**src/rtl/bp_fpga_host_pkg.sv**
```systemverilog
// Shared FPGA host definitions: NBF opcodes, the NBF packet layout and
// the helpers used to size the byte serializer.
package bp_fpga_host_pkg;

  localparam int nbf_opcode_width_gp = 8;
  localparam int nbf_addr_width_gp   = 40;
  localparam int nbf_data_width_gp   = 64;
  localparam int nbf_width_gp        = nbf_opcode_width_gp + nbf_addr_width_gp + nbf_data_width_gp;
  localparam int nbf_cnt_width_gp    = 4;

  typedef enum logic [7:0] {
    e_bp_nbf_wr_4   = 8'h02,
    e_bp_nbf_wr_8   = 8'h03,
    e_bp_nbf_rd_4   = 8'h12,
    e_bp_nbf_rd_8   = 8'h13,
    e_bp_nbf_fence  = 8'hFE,
    e_bp_nbf_finish = 8'hFF
  } bp_fpga_host_nbf_opcode_e;

  // Opcode sits in the low bits so it is the first byte on the wire
  typedef struct packed {
    logic [nbf_data_width_gp-1:0]   data;
    logic [nbf_addr_width_gp-1:0]   addr;
    logic [nbf_opcode_width_gp-1:0] opcode;
  } bp_fpga_host_nbf_s;

  function automatic int nbf_bytes_f(input int width);
    return width / 8;
  endfunction

  localparam int nbf_bytes_gp = nbf_bytes_f(nbf_width_gp);

endpackage

```
**src/rtl/fpga_host_rr_arb.sv**
```systemverilog
// Two-requester round-robin arbiter; the last grant only moves when the
// owner reports that its packet has been fully consumed.
module fpga_host_rr_arb (
  input  logic       clk,
  input  logic       reset,
  input  logic [1:0] reqs_i,
  output logic [1:0] grants_o,
  input  logic       update_v_i,
  input  logic       update_idx_i
);

  logic last_r;

  always_ff @(posedge clk or negedge reset) begin
    if (!reset) begin
      last_r <= 1'b1;
    end else if (update_v_i) begin
      last_r <= update_idx_i;
    end
  end

  // On a tie the requester that was not served last wins
  always_comb begin
    grants_o = reqs_i;
    if (reqs_i == 2'b11) begin
      grants_o = last_r ? 2'b01 : 2'b10;
    end
  end

endmodule

```
**src/rtl/fpga_host_nbf_tx_arbiter.sv**
```systemverilog
// Merges two NBF packet streams onto the UART TX byte stream, serializing one
// whole packet at a time, least-significant byte first.
module fpga_host_nbf_tx_arbiter
  import bp_fpga_host_pkg::*;
  #(parameter int nbf_addr_width_p = 40
    , parameter int nbf_data_width_p = 64
    , parameter int nbf_opcode_width_p = 8
    , localparam int nbf_width_lp = nbf_opcode_width_p + nbf_addr_width_p + nbf_data_width_p
    , localparam int nbf_bytes_lp = nbf_bytes_f(nbf_width_lp)
    )
  (input  logic                    clk,
   input  logic                    reset,
   input  logic [nbf_width_lp-1:0] nbf0_i,
   input  logic                    nbf0_v_i,
   output logic                    nbf0_ready_and_o,
   input  logic [nbf_width_lp-1:0] nbf1_i,
   input  logic                    nbf1_v_i,
   output logic                    nbf1_ready_and_o,
   output logic [7:0]              tx_data_o,
   output logic                    tx_v_o,
   input  logic                    tx_ready_and_i,
   output logic                    busy_o,
   output logic                    grant_o
   );

  typedef enum logic {e_idle, e_send} state_e;

  localparam logic [nbf_cnt_width_gp-1:0] last_cnt_lp = nbf_cnt_width_gp'(nbf_bytes_lp - 1);

  state_e                         state_r, state_n;
  logic [nbf_bytes_lp-1:0][7:0]   holding_r, winner_pkt;
  logic [nbf_cnt_width_gp-1:0]    cnt_r, cnt_n;
  logic                           grant_r;
  logic [1:0]                     arb_grants;
  logic                           accept, tx_done;

  fpga_host_rr_arb arb (
    .clk          (clk),
    .reset        (reset),
    .reqs_i       ({nbf1_v_i, nbf0_v_i}),
    .grants_o     (arb_grants),
    .update_v_i   (tx_done),
    .update_idx_i (grant_r)
  );

  assign winner_pkt = arb_grants[1] ? nbf1_i : nbf0_i;

  // Ready is gated by reset so nothing is handed over while reset is held
  always_comb begin
    state_n          = state_r;
    cnt_n            = cnt_r;
    nbf0_ready_and_o = 1'b0;
    nbf1_ready_and_o = 1'b0;
    tx_v_o           = 1'b0;
    tx_data_o        = '0;
    busy_o           = 1'b0;
    accept           = 1'b0;
    tx_done          = 1'b0;
    case (state_r)
      e_idle: begin
        nbf0_ready_and_o = reset & arb_grants[0];
        nbf1_ready_and_o = reset & arb_grants[1];
        accept           = nbf0_ready_and_o | nbf1_ready_and_o;
        if (accept) begin
          state_n = e_send;
          cnt_n   = '0;
        end
      end
      e_send: begin
        tx_v_o    = 1'b1;
        tx_data_o = holding_r[cnt_r];
        busy_o    = 1'b1;
        if (tx_ready_and_i) begin
          if (cnt_r == last_cnt_lp) begin
            tx_done = 1'b1;
            state_n = e_idle;
            cnt_n   = '0;
          end else begin
            cnt_n = cnt_r + 1'b1;
          end
        end
      end
      default: state_n = e_idle;
    endcase
  end

  always_ff @(posedge clk or negedge reset) begin
    if (!reset) begin
      state_r   <= e_idle;
      cnt_r     <= '0;
      holding_r <= '0;
      grant_r   <= 1'b0;
    end else begin
      state_r <= state_n;
      cnt_r   <= cnt_n;
      if (accept) begin
        holding_r <= winner_pkt;
        grant_r   <= arb_grants[1];
      end
    end
  end

  assign grant_o = grant_r;

endmodule

```
**config.mk**
```make
export PLATFORM = sky130hd
export DESIGN_NAME = fpga_host_nbf_tx_arbiter
export DESIGN_NICKNAME = d
export VERILOG_FILES = /design/src/rtl/bp_fpga_host_pkg.sv /design/src/rtl/fpga_host_rr_arb.sv /design/src/rtl/fpga_host_nbf_tx_arbiter.sv
export SDC_FILE = /design/constraint.sdc
export NUM_CORES = 1
export LEC_CHECK = 0
export BUFFER_PORTS_ARGS = -buffer_cell sky130_fd_sc_hd__buf_2
export CAP_MARGIN = 20
export CORE_MARGIN = 5
export CORE_UTILIZATION = 35
export CTS_BUF_LIST = sky130_fd_sc_hd__clkbuf_8
export DETAILED_ROUTE_END_ITERATION = 16
export SLEW_MARGIN = 0
export SYNTH_ARGS = -nofsm -noshare
export SYNTH_HDL_FRONTEND = slang
export SYNTH_SLANG_ARGS = --single-unit
```
**constraint.sdc**
```tcl
create_clock -name clk -period 1.7 [get_ports clk]
set_clock_uncertainty 0.05 [all_clocks]
set_input_delay 0.085 -clock clk [delete_from_list [all_inputs] [get_ports clk]]
set_output_delay 0.085 -clock clk [all_outputs]
set_load 0.05 [all_outputs]
```
* After elaboration in Yosys (flattened, before gate mapping)
Cells that the tools add are included.
** Storage, ports and cells
- Bits in registers :: 119
- Input bits :: 229
- Output and inout port bits :: 13
- Logic and storage cells :: 50
** Operators by class
- Add/subtract/negate cells :: 1
- Order comparisons :: 1
- Eq/ne operators :: 4
- Muxes and demuxes :: 21
- Bitwise gates (word level) :: 4
- Reduce and logical (&&, ||, !) cells :: 1
** Operator list (count)
- $mux 112 :: 1
- $bmux 8 s4 :: 1
- $mux 8 :: 2
- $mux 4 :: 3
- $mux 1 :: 10
- $pmux 4 s2 :: 1
- $lt 4x5->1 const B :: 1
- $add 4x1->4 const B :: 1
- $eq 4x4->1 const B :: 1
- $mux 2 :: 2
- $ne 2x2->1 const B :: 2
- $and 1x1->1 :: 2
- $eq 2x2->1 const B :: 1
- $pmux 1 s2 :: 1
- $reduce_and 2->1 :: 1
- $not 1->1 :: 1
- $or 1x1->1 :: 1

* Longest topological paths before layout
Gate-level depths: netlist (run 1).
- Depth in word-level cells :: 6
- Gate-level depth with buffers :: 8
- Mapped depth without buffers :: 6

* Modules after synthesis
A second synthesis (run 1) with hierarchy kept.
** Unflattened totals
- Cells, all modules :: 651
- Area, all modules :: 6650.1 um2
** By module, submodules not included
- fpga_host_nbf_tx_arbiter :: instances 1, cells an instance 645, area each 6588.8 um2
- fpga_host_rr_arb :: instances 1, cells an instance 6, area each 61.3 um2

* Worst setup path after synthesis (run 1)
Ideal clock, no wire load.
- Kind :: flip-flop to output port
- From :: reg cnt_r[0]
- To :: out tx_data_o[4]
- Arrival :: 2.297 ns
- Setup slack :: -0.732 ns
- Stages on the path, launching flop included :: 5
- Buffers on the path :: 2
- Cell sequence :: dfrtp_1 > buf_6 > buf_4 > o32a_1 > a311oi_1
** Between the ends
- Cells in the longest elaborated chain, start to end :: 3
** Ends and longest elaborated chain
- start, declared :: RTL line fpga_host_nbf_tx_arbiter.sv:32 : logic [nbf_cnt_width_gp-1:0] cnt_r, cnt_n;
- start signal, assigned :: RTL line fpga_host_nbf_tx_arbiter.sv:95 : cnt_r <= cnt_n;
- $bmux 8 s4 :: RTL line fpga_host_nbf_tx_arbiter.sv:71 : tx_data_o = holding_r[cnt_r];
- $mux 8 (implied by the code) :: RTL line fpga_host_nbf_tx_arbiter.sv:71
- $mux 8 :: RTL line fpga_host_nbf_tx_arbiter.sv:59 : case (state_r)
- end, declared :: RTL line fpga_host_nbf_tx_arbiter.sv:19 : output logic [7:0] tx_data_o,
Every way passes these cells. The select of a mux whose other input is x is not followed.

* Worst setup path after layout (run 1)
- From :: reg cnt_r[0]
- To :: out tx_data_o[1]
The elaborated chain is that of the path after synthesis.

==> flow_summary_export.csv, run 1 <==
group,metric,value,unit
grt,grt_max_degree,120,
clock_tree,cts_buffers,17,
timing,fin_hold_ws,0.101,ns
routing,drc_errors,0,
finish,fillers,1430,
logic_synthesis,yosysMostFrequentCell,"nand2_1",
logic_synthesis,ys.flop_type,"dfrtp_1",
worst_setup_path,worst-setup-path-type,"reg2out",
routing,postRouteAntennaNets,0,
finish,final_nets,1347,
clock_tree,tritoncts,"done",
power_and_ir_drop,leakage,5.44,nW
routing,dr.pass1.iters,5,
logic_synthesis,synthDistinctLibCells,39,
clock_tree,path_clk_slew,0.07,ns
timing,maxSlewViolCount,0,
logic_synthesis,synthArstFlopShare,100,%
logic_synthesis,syn_area,0.00656,sq mm
worst_setup_path,cp_data_required_time,1.56,ns
grt,grt_pass1_wl,38700,um
floorplan,ios,242,
timing,max_slew_margin,57.2,%
worst_setup_path,start_kind,"flop",
timing,clock.fmax,0.448,GHz
timing,finalHoldViolCount,0,
floorplan,core_area,0.0186,sq mm
routing,wl,25200,um
finish,post-route-cell-area,0.0114,sq mm
logic_synthesis,synth_seq_cells,119,
floorplan,die_h,147,um
job,cap_violations,0,
place,place_congestion,0.809,
floorplan,placementRows,50,
grt,grt_pass1_vias,7317,
power_and_ir_drop,power,0.0161,W
routing,drt_iter0_drc,387,
worst_setup_path,crit_fanout,12,
logic_synthesis,synth_top_area_share,45.0,%
logic_synthesis,netlist_instances,622,
clock_tree,htree_num_levels,4,
hold_path,hp-class,"in2reg",
clock_tree,ctsLongestPathBuffers,2,
logic_synthesis,synth_area_leaders,"dfrtp_1, mux2i_1, nand2_1, o21ai_1, o21ai_0",
clock_tree,cts_root_buf,"clkbuf_8",
floorplan,dieArea,0.0216,sq mm
logic_synthesis,ys_seq_area_share,45.4,%
place,io_buffers,241,
place,placed_area,0.00836,sq mm
timing,worst_slew_pin_slew,0.642,ns
logic_synthesis,yosysWarnings,0,
timing,worst_slack,-0.532,ns
logic_synthesis,yosysTopAreaCell,"dfrtp_1",
worst_setup_path,arrival,2.10,ns
finish,area_growth,74.6,%
grt,antenna_found_initial,4,
routing,avgViaCountPerCell,4.87,
clock_tree,insertion_delay,0.44,ns
logic_synthesis,synth_common_cells,"nand2_1, mux2i_1, dfrtp_1",
outcome,status,"finished with violations",
timing,rsz0062_at_grt,"true",
routing,vias,6657,
finish,fin_cells,1367,
grt,gr-total-overflow,0,
worst_setup_path,endpoint_kind,"output pin",
power_and_ir_drop,power_density,1400,mW/mm^2
logic_synthesis,syn_nets,853,
logic_synthesis,syn_avg_cell_area,10.5,sq um
place,place_worst_setup_slack,-0.147,ns
timing,post-route-min-period,2.23,ns
floorplan,die_w,147,um
clock_tree,cts_sinks,119,
power_and_ir_drop,irDropWorstVdd,692,uV
finish,drive_above_1_share,35.8,%
routing,routedWlPerCell,18.4,um
outcome,violations,"negative setup slack",
grt,grt.total_usage,23.0,%
logic_synthesis,synth_edf_count,0,
place,place_hpwl,14700,um
timing,setup_viol,8,
floorplan,start_util,35.3,%
place,dp.cells,1092,
timing,final.period_utilization,131,%
[metrics by stage]
stage | utilization (%) | TNS (ns)
6_report | 61.6 | -3.83
5_1_grt | 61.6 | -4.59
4_1_cts | 60.5 | -4.29
3_5_place_dp | 45.0 | -0.855
3_3_place_gp | 45.0 | -0.735
2_1_floorplan | - | -0.369
[cells by family (layout without fill, tap and decap cells)]
| family | after synthesis | after routing | share of synthesized area, % |
|---|---|---|---|
| simple gates | 142 | 142 | 8.72 |
| mux | 148 | 148 | 26.0 |
| buf+inv | 56 | 563 | 5.89 |
| compound gates | 155 | 155 | 13.5 |
| flops | 119 | 119 | 45.4 |
| other cells | 0 | 4 | 0 |
| fa+ha+maj | 2 | 2 | 0.381 |
[worst max-delay path, stage by stage, from the launching register on]
cell,delay (ns)
dfrtp_2,0.40
buf_12,0.16
mux4_2,0.52
a22oi_2,0.28
o31ai_4,0.13
buf_6,0.17
[layer usage]
layer  wire [um]  vias up  GRT usage (%)
li1            -     3243              -
met1       10500     3117           28.3
met5           0        -              0
met2       12600      229           38.8
met3        1110       68           4.47
met4         903        0           11.1
[sequential cells by signal, indices dropped and copies added, names as in the netlist]
signal / count
cnt_r: 4
state_r: 1
grant_o: 1
arb.last_r: 1
holding_r: 112
[report_power, final]
part           internal, W  leakage (nW)  switching, W
Clock              0.00137         0.206       0.00117
Combinational      0.00419          3.76       0.00421
Sequential         0.00417          1.47      0.000965
[path summary, 6_finish.rpt]
path / from / end / slack [ns] / cells past startpoint
max in group asynchronous: reset / cnt_r[2]$_DFFE_PN0P_ / 0.79 / 3
worst max register to register: arb.last_r$_DFFE_PN1P_ / holding_r[8]$_DFFE_PN0P_ / 0.07 / 6
worst min register to register: holding_r[24]$_DFFE_PN0P_ / holding_r[24]$_DFFE_PN0P_ / 0.43 / 2
worst min-delay path: nbf1_i[9] / holding_r[9]$_DFFE_PN0P_ / 0.10 / 4
worst max-delay path: cnt_r[0]$_DFFE_PN0P_ / tx_data_o[1] / -0.53 / 5
min in group asynchronous: reset / holding_r[34]$_DFFE_PN0P_ / 0.29 / 3
[area by class of cell]
| cell class | count | area (sq um) | area share [%] |
|---|---|---|---|
| Timing Repair Buffer | 526 | 4260 | 37.2 |
| Multi-Input combinational cell | 447 | 3490 | 30.5 |
| Sequential cell | 119 | 2980 | 26.1 |
| Tap cell | 234 | 293 | 2.56 |
| Clock buffer | 19 | 262 | 2.28 |
| Clock inverter | 13 | 131 | 1.15 |
| Inverter | 5 | 23.8 | 0.208 |
| Antenna cell | 4 | 10.0 | 0.0874 |
[timing repair]
item,in CTS,in global routing
cloned,2,3
endpoints found under the hold margin,231,0
hold buffers,226,0
setup buffers,5,3
gates resized for setup,26,31
setup endpoints to repair,11,67
pin swaps,6,5
[layout by cell type (no fill, tap or decap), types with 3 or more instances in the layout]
cell / count
a21oi_1: 3
a221oi_1: 7
a221oi_2: 3
a22oi_2: 4
buf_12: 11
buf_16: 4
buf_2: 230
buf_4: 39
buf_6: 13
clkbuf_16: 3
clkbuf_8: 19
dfrtp_1: 115
dfrtp_2: 3
diode_2: 4
dlygate4sd3_1: 226
inv_1: 6
inv_6: 3
mux2_2: 13
mux2i_1: 107
mux2i_2: 10
mux2i_4: 3
mux4_1: 3
mux4_2: 12
nand2_1: 121
nand3_1: 6
o21ai_0: 43
o21ai_1: 71
o22ai_2: 3
o31ai_1: 3
o31ai_4: 4
o32a_1: 3
(Power assumes the default switching activity.)
==> run 2: changes to the inputs <==
ABC_AREA = 1   (was unset)
SLEW_MARGIN = unset   (was 0)
==> run 2 against run 1 <==
  * The run still ends with negative setup slack left
  * Flip-flop and latch count did not move
  * Via count rose by 34%
  * Global-route usage rose by 0.14 points
  * Non-clock buffer count fell by 18
==> flow_summary_export.csv, run 2 <==
group,metric,value,unit
outcome,status,"finished with violations",
outcome,violations,"negative setup slack",
grt,grt_pass1_wl,44700,um
power_and_ir_drop,power,0.0172,W
finish,area_growth,66.8,%
floorplan,die_w,154,um
power_and_ir_drop,leakage,6.33,nW
timing,clock.fmax,0.495,GHz
routing,wl,29200,um
place,place_hpwl,16500,um
worst_setup_path,start_kind,"flop",
timing,max_slew_margin,52.4,%
floorplan,ios,242,
logic_synthesis,yosysMostFrequentCell,"nand2_1",
logic_synthesis,synth_top_area_share,40.7,%
floorplan,dieArea,0.0237,sq mm
timing,maxSlewViolCount,0,
clock_tree,cts_sinks,119,
logic_synthesis,netlist_instances,1129,
clock_tree,insertion_delay,0.44,ns
finish,layout_common_cells,"nand2_1, buf_2, dlygate4sd3_1",
logic_synthesis,ys.flop_type,"dfrtp_1",
clock_tree,ctsLongestPathBuffers,2,
clock_tree,htree_num_levels,4,
power_and_ir_drop,irDropWorstVdd,1130,uV
grt,grt_pass1_vias,8847,
logic_synthesis,synth_edf_count,0,
hold_path,hp-class,"in2reg",
finish,reg_top3,"holding_r (112), cnt_r (4)",
clock_tree,cts_root_buf,"clkbuf_8",
finish,final_common_cell,"nand2_1",
grt,grt.total_usage,23.1,%
routing,dr.pass1.iters,6,
grt,grt_max_degree,120,
timing,setup_viol,8,
logic_synthesis,synthDistinctLibCells,23,
routing,drt_iter0_drc,814,
timing,post-route-min-period,2.02,ns
job,cap_violations,0,
routing,routedWlPerCell,15.7,um
worst_setup_path,cp_data_required_time,1.56,ns
floorplan,start_util,35.7,%
floorplan,core_area,0.0203,sq mm
routing,vias,8929,
finish,fin_cells,1863,
logic_synthesis,synthArstFlopShare,100,%
clock_tree,path_clk_slew,0.07,ns
routing,avgViaCountPerCell,4.79,
timing,final.period_utilization,119,%
logic_synthesis,yosysTopAreaCell,"dfrtp_1",
worst_setup_path,worst-setup-path-type,"reg2out",
finish,largest_reg_flops,112,
logic_synthesis,synth_area_leaders,"dfrtp_1, nand2_1, nand3_1, o21ai_0, inv_1",
routing,drc_errors,0,
finish,drive_above_1_share,21.2,%
routing,postRouteAntennaNets,0,
floorplan,placementRows,52,
finish,fillers,1767,
logic_synthesis,syn_nets,1360,
logic_synthesis,yosysWarnings,0,
place,place_congestion,0.820,
place,io_buffers,241,
worst_setup_path,arrival,1.89,ns
timing,rsz0062_at_grt,"true",
clock_tree,tritoncts,"done",
logic_synthesis,ys_seq_area_share,41.1,%
clock_tree,cts_buffers,17,
finish,final_nets,1810,
place,dp.cells,1591,
logic_synthesis,synth_seq_cells,119,
timing,worst_slack,-0.320,ns
timing,finalHoldViolCount,0,
worst_setup_path,crit_fanout,6,
grt,gr-total-overflow,0,
power_and_ir_drop,power_density,1420,mW/mm^2
floorplan,die_h,154,um
logic_synthesis,syn_avg_cell_area,6.43,sq um
timing,worst_slew_pin_slew,0.714,ns
finish,largest-register,"holding_r",
grt,antenna_found_initial,0,
logic_synthesis,synth_common_cells,"nand2_1, nand3_1, inv_1",
logic_synthesis,syn_area,0.00726,sq mm
worst_setup_path,endpoint_kind,"output pin",
-- run 2: final cells by class --
class                      instances  area [sq um]  area share, %
multi-input combinational        803          3590           29.6
timing repair buffer             508          4280           35.3
clock buffer                      19           262           2.16
inverter                         130           490           4.05
clock inverter                    13           163           1.34
sequential                       119          2980           24.6
antenna                            1          2.50         0.0207
tap                              270           338           2.79
-- run 2: layer usage --
metal  routed length (um)  part of all wire (%)  vias to the layer above  global-route usage [%]
met1                12400                    42                     4063                    29.0
met2                14200                    49                      386                    38.9
met5                    0                     0                        -                       0
met4                  718                   2.5                        0                    8.03
met3                 1900                   6.5                       65                    5.65
li1                     -                     -                     4415                       -
-- run 2: metrics by stage --
step	util, %	worst slack (ns)	TNS, ns	cell area, sq um	hold slack, ns
detailed placement	44.3	0.0455	0	8990	0.219
floorplan	-	0.0381	0	7320	-0.261
global placement	44.3	0.0723	0	8990	0.234
global route	59.6	-0.460	-3.46	12100	0.0737
CTS	58.0	-0.355	-2.63	11800	0.0103
finish	59.6	-0.320	-2.33	12100	0.0614
-- run 2: repair_timing --
action                     in CTS  in global routing
resized for setup              23                 13
pin swaps                       1                  1
hold buffers                  226                  0
buffers inserted                1                  2
setup endpoints to repair      10                 54
hold endpoints to repair      232                  0
gates cloned                    0                 10
-- run 2: logic make-up (layout without fill, tap and decap cells) --
| kind of cell | after synthesis | in the layout | synth area share, % |
|---|---|---|---|
| fa+ha+maj | 2 | 2 | 0.345 |
| xor+xnor | 2 | 2 | 0.241 |
| simple gates | 626 | 627 | 34.8 |
| compound gates | 172 | 172 | 12.0 |
| flops | 119 | 119 | 41.1 |
| buf+inv | 208 | 670 | 11.6 |
| other cells | 0 | 1 | 0 |
-- run 2: report_power, final --
group | switching [W] | total, W | leakage, nW | internal [W]
clock network | 0.00114 | 0.00278 | 0.230 | 0.00164
registers | 0.000670 | 0.00483 | 1.39 | 0.00416
logic | 0.00567 | 0.00959 | 4.71 | 0.00392
total | 0.00748 | 0.0172 | 6.33 | 0.00973
-- run 2: path summary, 6_finish.rpt --
| path | start | endpoint | slack, ns | cells after the start |
|---|---|---|---|---|
| setup / recovery | cnt_r[1]$_DFFE_PN0P_ | tx_data_o[5] | -0.32 | 9 |
| hold / removal | nbf0_i[56] | holding_r[56]$_DFFE_PN0P_ | 0.06 | 5 |
| min in group asynchronous | reset | holding_r[75]$_DFFE_PN0P_ | 0.23 | 3 |
| setup reg to reg | arb.last_r$_DFFE_PN1P_ | holding_r[54]$_DFFE_PN0P_ | 0.05 | 7 |
| max in group asynchronous | reset | holding_r[33]$_DFFE_PN0P_ | 0.78 | 3 |
| hold reg to reg | grant_o$_DFFE_PN0P_ | arb.last_r$_DFFE_PN1P_ | 0.45 | 2 |
-- run 2: worst max-delay path, cell delays in order, from the launching register on --
cell,delay [ns]
dfrtp_2,0.46
nor2_4,0.21
buf_4,0.14
nand3_1,0.06
nand2_1,0.06
inv_1,0.04
nand2_1,0.08
nand2_1,0.09
nor2_4,0.14
buf_12,0.14
==> run 3: changes to the inputs <==
CORE_UTILIZATION = 40   (was 35)
PLACE_DENSITY = 0.68   (was unset)
==> run 3 against run 2 <==
  * Cell count decreased by 2.4%
  * Design area fell by 0.32%
  * Sequential share of layout area rose by 0.079 points
  * The flow still finishes with violations (negative setup slack)
  * Critical path depth did not move
  * Core utilization grew 7.8 points
  * Wire length increased by 0.68%
  * Fmax fell by 0.28%
  * Combinational power increased by 4%
  * Worst setup slack got worse by 0.0057 ns
  * Largest power group unchanged
==> flow_summary_export.csv, run 3 (synthesis results as in run 2) <==
group,metric,value,unit
worst_setup_path,arrival,1.89,ns
clock_tree,path_clk_slew,0.07,ns
routing,drt_iter0_drc,747,
power_and_ir_drop,leakage,6.29,nW
grt,grt_max_degree,120,
finish,drive_above_1_share,23.0,%
floorplan,die_w,145,um
power_and_ir_drop,power_frac_seq,27.1,%
finish,layout_common_cells,"nand2_1, buf_2, dlygate4sd3_1",
worst_setup_path,worst_r2r_endpoint,"holding_r[77]$_DFFE_PN0P_",
timing,finalHoldViolCount,0,
finish,largest_reg_flops,112,
worst_setup_path,worst-setup-path-type,"reg2out",
routing,drc_errors,0,
clock_tree,cts_buffers,17,
power_and_ir_drop,irDropWorstVdd,1310,uV
finish,fin_cells,1819,
grt,grt.total_usage,26.6,%
grt,grt_pass1_vias,9025,
timing,maxSlewViolCount,0,
clock_tree,cts_sinks,119,
clock_tree,tritoncts,"done",
finish,reg_top3,"holding_r (112), cnt_r (4)",
worst_setup_path,crit_chain,"buf_4 > buf_12 > nand2_1 > nand3_1 > nand3_2 > nand2_1 > nor2_2 > nor2_4 > buf_12",
job,cap_violations,0,
place,place_hpwl,15500,um
power_and_ir_drop,p_clk_share,16.3,%
timing,worst_slew_pin_slew,0.648,ns
worst_setup_path,start_kind,"flop",
place,io_buffers,241,
worst_setup_path,crit_fanout,12,
finish,largest-register,"holding_r",
clock_tree,ctsLongestPathBuffers,2,
hold_path,hp-class,"in2reg",
hold_path,min-delay-start,"nbf1_i[55]",
worst_setup_path,cp_data_required_time,1.56,ns
power_and_ir_drop,combPwrFrac,56.6,%
routing,wl,29400,um
floorplan,die_h,145,um
routing,dr.pass1.iters,5,
routing,postRouteAntennaNets,0,
finish,fillers,1405,
clock_tree,insertion_delay,0.44,ns
worst_setup_path,endpoint_kind,"output pin",
worst_setup_path,cp_slowest_cell,"dfrtp_2",
finish,final_nets,1807,
place,dp.cells,1545,
timing,final.period_utilization,119,%
place,place_congestion,0.828,
power_and_ir_drop,p_sw_share,43.5,%
grt,grt_pass1_wl,43900,um
worst_setup_path,cp.buffers_inverters,3,
power_and_ir_drop,internal_power,0.00999,W
timing,max_slew_margin,56.8,%
worst_setup_path,cpPeakStageDelay,0.48,ns
floorplan,start_util,40.5,%
clock_tree,cts_root_buf,"clkbuf_8",
timing,worst_slack,-0.326,ns
timing,post-route-min-period,2.03,ns
finish,final_common_cell,"nand2_1",
power_and_ir_drop,power,0.0177,W
worst_setup_path,rrSetupSlack,0.06,ns
timing,setup_viol,8,
finish,area_growth,66.3,%
worst_setup_path,rr_startpoint,"arb.last_r$_DFFE_PN1P_",
floorplan,placementRows,49,
worst_setup_path,path_delay_family,"simple AND/OR/NAND/NOR gates",
grt,antenna_found_initial,0,
clock_tree,htree_num_levels,4,
floorplan,dieArea,0.0209,sq mm
outcome,status,"finished with violations",
grt,gr-total-overflow,0,
timing,rsz0062_at_grt,"true",
routing,avgViaCountPerCell,4.98,
routing,vias,9059,
hold_path,whs_path_depth,5,
worst_setup_path,r2r_cells,7,
power_and_ir_drop,power_density,1470,mW/mm^2
hold_path,min_to,"holding_r[55]$_DFFE_PN0P_",
floorplan,core_area,0.0179,sq mm
power_and_ir_drop,switchingPower,0.00769,W
outcome,violations,"negative setup slack",
timing,clock.fmax,0.494,GHz
floorplan,ios,242,
routing,routedWlPerCell,16.2,um
run 3: cell count changes in the layout (fill, tap and decap cells not counted), moves of 2 or more:
cell,previous run,this run
nor2_1,63,57
a21oi_1,53,50
clkinvlp_4,1,4
nand3_1,127,122
nand2_2,2,12
inv_1,130,124
nand3_2,1,6
buf_6,7,5
buf_8,2,5
clkbuf_16,9,4
a21oi_2,0,3
nor2_2,3,9
nand2_1,416,406
run 3: worst max path at each step:
stage                                    start                   endpoint  slack [ns]  depth (start not counted)
final                     cnt_r[0]$_DFFE_PN0P_               tx_data_o[4]       -0.33                          9
after global routing      cnt_r[0]$_DFFE_PN0P_               tx_data_o[0]       -0.43                         10
after CTS                 cnt_r[0]$_DFFE_PN0P_               tx_data_o[4]       -0.33                         10
after detailed placement  cnt_r[1]$_DFFE_PN0P_               tx_data_o[0]        0.02                          8
after global placement    cnt_r[1]$_DFFE_PN0P_               tx_data_o[0]        0.02                          8
after floorplan              state_r$_DFF_PN0_  holding_r[24]$_DFFE_PN0P_        0.04                          6
run 3: layer usage:
layer | vias up | global-route usage (%) | part of all wire, %
li1 | 4411 | - | -
met1 | 4111 | 32.2 | 40
met2 | 453 | 45.7 | 48
met3 | 84 | 6.34 | 8.3
met4 | 0 | 10.3 | 3.4
met5 | - | 0 | 0
run 3: repair_timing:
action                                  in CTS  in global routing
gates cloned                                 3                  6
pin swaps                                   13                  9
endpoints found under the hold margin      233                  0
buffers inserted                             2                  6
resized for setup                           45                 24
hold buffers                               225                  0
endpoints found under the setup margin      10                 98
run 3: through the flow:
step	setup slack, ns	TNS (ns)	instance area [sq um]	hold slack [ns]	util, %
after detailed placement	0.0245	0	8870	0.218	49.6
after global routing	-0.425	-3.46	12100	0.0291	67.4
after floorplan	0.0381	0	7320	-0.261	-
after global placement	0.0225	0	8870	0.228	49.6
final	-0.326	-2.50	12100	0.0206	67.4
after CTS	-0.332	-2.54	11800	0.00791	65.9
run 3: worst min-delay path: stages:
cell	delay, ns
buf_2	0.07
nand3_1	0.07
nand2_1	0.10
nand2_1	0.05
o21ai_0	0.08
run 3: cell type report:
| class | instances | area [sq um] | area share [%] |
|---|---|---|---|
| Timing Repair Buffer | 504 | 4170 | 34.6 |
| Multi-Input combinational cell | 804 | 3670 | 30.5 |
| Sequential cell | 119 | 2980 | 24.7 |
| Inverter | 130 | 495 | 4.11 |
| Tap cell | 229 | 287 | 2.38 |
| Clock buffer | 20 | 275 | 2.28 |
| Clock inverter | 12 | 174 | 1.44 |
| Antenna cell | 1 | 2.50 | 0.0207 |
run 3: power groups by stage:
stage	Sequential [W]	Combinational, W	Clock (W)
CTS	0.00477	0.00952	0.00292
global placement	0.00478	0.00823	0
detailed placement	0.00481	0.00832	0
floorplan	0.00466	0.00568	0
global route	0.00493	0.0110	0.00305
finish	0.00479	0.0100	0.00288
